## src/rtl/elastic_pipe_buffer.sv

```systemverilog
// Elastic valid/ready register chain with bubble collapse, single-cycle flush
// and a registered occupancy count. Stage 0 faces the input, DEPTH-1 is the head.
module elastic_pipe_buffer #(
    parameter  int unsigned WIDTH = 16,
    parameter  int unsigned DEPTH = 3,
    localparam int unsigned CW    = $clog2(DEPTH + 1)
) (
    input  logic             clk,
    input  logic             reset,
    input  logic             in_valid,
    output logic             in_ready,
    input  logic [WIDTH-1:0] in_data,
    output logic             out_valid,
    input  logic             out_ready,
    output logic [WIDTH-1:0] out_data,
    input  logic             flush,
    output logic [CW-1:0]    count
);

    logic [DEPTH-1:0]            r_v;
    logic [DEPTH-1:0][WIDTH-1:0] r_d;
    logic [CW-1:0]               r_count;

    logic [DEPTH:0]              w_rdy;
    logic [DEPTH-1:0]            w_vprev;
    logic [DEPTH-1:0][WIDTH-1:0] w_dprev;
    logic [DEPTH-1:0]            w_v_nxt;
    logic [DEPTH-1:0][WIDTH-1:0] w_d_nxt;
    logic [CW-1:0]               w_count_nxt;

    // Upstream neighbour of each stage; stage 0 is fed by the input port.
    assign w_vprev = DEPTH'({r_v, in_valid});
    assign w_dprev = (DEPTH * WIDTH)'({r_d, in_data});

    // A stage can take a word if it is empty or its own word moves on.
    always_comb begin
        w_rdy        = '0;
        w_rdy[DEPTH] = out_ready;
        for (int i = int'(DEPTH) - 1; i >= 0; i--) begin
            w_rdy[i] = !r_v[i] | w_rdy[i+1];
        end
    end

    always_comb begin
        w_v_nxt     = r_v;
        w_d_nxt     = r_d;
        w_count_nxt = '0;
        for (int i = 0; i < int'(DEPTH); i++) begin
            if (w_rdy[i]) begin
                w_v_nxt[i] = w_vprev[i];
                if (w_vprev[i]) begin
                    w_d_nxt[i] = w_dprev[i];
                end
            end
        end
        // Flush squashes validity only; payload registers keep their contents.
        if (flush) begin
            w_v_nxt = '0;
            w_d_nxt = r_d;
        end
        for (int i = 0; i < int'(DEPTH); i++) begin
            w_count_nxt = w_count_nxt + CW'(w_v_nxt[i]);
        end
    end

    always_ff @(posedge clk or negedge reset) begin
        if (!reset) begin
            r_v     <= '0;
            r_d     <= '0;
            r_count <= '0;
        end else begin
            r_v     <= w_v_nxt;
            r_d     <= w_d_nxt;
            r_count <= w_count_nxt;
        end
    end

    assign in_ready  = w_rdy[0];
    assign out_valid = r_v[DEPTH-1];
    assign out_data  = r_d[DEPTH-1];
    assign count     = r_count;

endmodule

```

## config.mk

```make
export PLATFORM = sky130hd
export DESIGN_NAME = elastic_pipe_buffer
export DESIGN_NICKNAME = d
export VERILOG_FILES = /design/src/rtl/elastic_pipe_buffer.sv
export SDC_FILE = /design/constraint.sdc
export NUM_CORES = 1
export LEC_CHECK = 0
export CORE_AREA = 8 8 79 81
export DETAILED_ROUTE_END_ITERATION = 8
export DIE_AREA = 0 0 87 89
export PLACE_DENSITY = 0.72
export SLEW_MARGIN = 20
export SYNTH_ARGS = -nofsm -noshare
export SYNTH_HDL_FRONTEND = slang
export SYNTH_SLANG_ARGS = --single-unit
```

## constraint.sdc

```tcl
create_clock -name clk -period 1.4 [get_ports clk]
set_input_delay 0.28 -clock clk [delete_from_list [all_inputs] [get_ports clk]]
set_output_delay 0.28 -clock clk [all_outputs]
set_load 0.02 [all_outputs]
```

==> qor.yml <==
route:
  wl_per_cell_um: 15.6
  vias: 1146
  drt-vias-per-instance: 4.70
  drt_drc_violations_left: 0
  drt_iter0_markers: 36
  dr.pass1.iters: 4
  ant_nets: 0
  routed_wl_mm: 3.82
logic_synthesis:
  syn-cell-area_um2: 2190
  synth_cell_types: 15
  synthTopCellsByArea: "dfrtp_1 61%, mux2_2 19%, mux2_4 7.5%"
  synth_flop_cell: "dfrtp_1"
  synth-seq-area-share: 0.605
  postSynthAreaPerCell_um2: 16.2
  netlist_top_cells_count: "53 x dfrtp_1, 37 x mux2_2, 17 x buf_4"
  synth_fp_nets: 157
  async_reset_ff_frac: 1.00
  synthCells: 135
  ys_warn_count: 0
  yosysTopAreaCell: "dfrtp_1"
  yosysTopAreaCellShare: 0.605
  synth_edf_count: 0
  ys_seq_elements: 53
  synth_most_common_cell: "dfrtp_1"
power_and_ir_drop:
  internal_power_mw: 3.02
  switching_share: 0.285
  ir_drop_mv: 0.742
  seqPwrFrac: 0.506
  power_frac_comb: 0.287
  leakage_nw: 1.36
  clock_power_share: 0.207
  power_density_nw_per_um2: 1510
  p_switching_mw: 1.20
die:
  dieHeight_um: 89
  start_util: 0.440
  pin_count: 41
  core.rowCount: 26
  coreArea_um2: 4980
  die_x_um: 87
  die-area_um2: 7740
cts:
  htreeDepth: 2
  cts_root_buf: "clkbuf_8"
  cts_tree: "done"
  clk_path_buf_depth: 2
  clk_transition_reported_paths_ps: 90
  clock-sinks: 53
  numCtsBuffers: 5
  insertion_delay_ps: 300
global_routing:
  antenna_found_initial: 0
  grt_max_degree: 54
  overflow: 0
  grt_pass1_vias: 1350
  grt_use_total: 0.111
  grt_pass1_wl_mm: 6.60
final_layout:
  postLayoutCellArea_um2: 2800
  drive_gt1_frac: 0.431
  final_core_util: 0.562
  antennaDiodeCount: 0
  n_fill_cell: 408
  nets: 195
  syn2layout_area_growth_pct: 27.6
sta:
  hold_viol_final: 0
  slew_headroom: 0.750
  fin_crit_ps: 1530
  max_freq_mhz: 655
  skew_ps: 5.83
  finalSetupViolCount: 49
  grt_setup_unrepaired: "true"
  tightest_slew_ps: 375
  fin_ws_ps: -126
  maxSlewViolCount: 0
  period_share: 1.09
job:
  maxCapViolCount: 0
critical_path:
  critPathLaunchType: "flip-flop"
  worstPathRequired_ps: 1590
  critPathArrivalTime_ps: 1710
  cp_max_fo: 16
  crit_type: "reg2reg"
  endpoint_kind: "flip-flop"
run_status:
  failed_checks: "negative setup slack"
  outcome: "complete, but fails checks"
placement:
  place_ws_ps: -508
  place.gp.congestion: 0.757
  dpl.hpwl_mm: 2.65
  dpl_cell_area_um2: 2630
  io_buffer_count: 40
hold_path:
  hold_path_class: "in2async"
[cells in the final DEF, fill, tap and decap left out, types with 2 or more instances in the layout]
cell type,instances
mux2_2,22
nor2_1,3
dfrtp_1,52
inv_1,2
mux2_4,26
clkdlybuf4s50_1,18
buf_4,5
dlygate4sd2_1,20
buf_6,2
buf_12,3
clkbuf_8,6
buf_2,2
[routing by layer]
metal / GRT usage / up-vias / wire length [um]
met2: 0.181 / 33 / 1870
met4: 0.0423 / 0 / 43
met5: 0 / - / 0
met3: 0.0469 / 6 / 305
met1: 0.126 / 587 / 1600
li1: - / 520 / -
[kinds of logic (layout without fill, tap and decap cells)]
kind of cell,count (synthesis),in the layout,synth area share
DFF,53,53,0.605
buffers and inverters,23,62,0.0862
adders and majority gates,1,1,0.00914
AOI/OAI and AO/OA,3,3,0.00914
and+or+nand+nor,7,7,0.0246
muxes,48,48,0.266
[state kept, by name (all words and copies together), names as in the netlist]
| name | count |
|---|---|
| r_d | 32 |
| out_data | 16 |
| r_v | 3 |
| count | 2 |
[final cells by class]
class                           count  area [um^2]  area share
Sequential cell                    53         1330       0.475
Multi-Input combinational cell     59          754       0.270
Timing Repair Buffer               52          523       0.187
Tap cell                           70         87.6      0.0313
Clock buffer                        6         82.6      0.0295
Clock inverter                      2         13.8     0.00492
Inverter                            2         7.51     0.00268
[path summary, 6_finish.rpt]
check | from | endpoint | slack (ps) | depth (start not counted)
worst max-delay path | r_v[2] | out_data[14] | -130 | 4
worst min-delay path | reset | count[0] | 490 | 3
worst max register to register | r_v[2] | out_data[14] | -130 | 4
worst min register to register | r_d[17] | r_d[17] | 510 | 1
max in group asynchronous | reset | r_v[2] | 670 | 3
min in group clk | out_ready | r_v[2] | 490 | 4
[power by group through the flow]
stage	Sequential [mW]	Combinational (mW)	Clock, mW
finish	2.14	1.21	0.876
global route	2.20	1.30	0.977
CTS	2.15	1.24	0.907
detailed placement	2.19	1.34	0
global placement	2.16	1.31	0
floorplan	2.11	1.05	0
[metrics by stage]
| step | power, mW | TNS (ps) | hold slack (ps) | instances |
|---|---|---|---|---|
| final | 4.22 | -3700 | 492 | 244 |
| after global routing | 4.47 | -6090 | 489 | 244 |
| after CTS | 4.29 | -3850 | 483 | 244 |
| after detailed placement | 3.53 | -22800 | 295 | 231 |
| after global placement | 3.47 | -19960 | 286 | 231 |
| after floorplan | 3.16 | -6850 | -15.6 | 135 |
[critical path: stages (launching register included)]
cell and delay (ps):
dfrtp_2 420, nor2b_4 140, or3b_4 380, buf_12 170, mux2_4 290
[what timing repair did]
item                                    CTS  global route
hold buffers                              1             0
gates cloned                              1             0
pin swaps                                 3             0
endpoints found under the hold margin    53             0
resized for setup                        34             0
endpoints found under the setup margin   69            50
setup buffers                             3             0
Power figures use the tool's default switching activity.
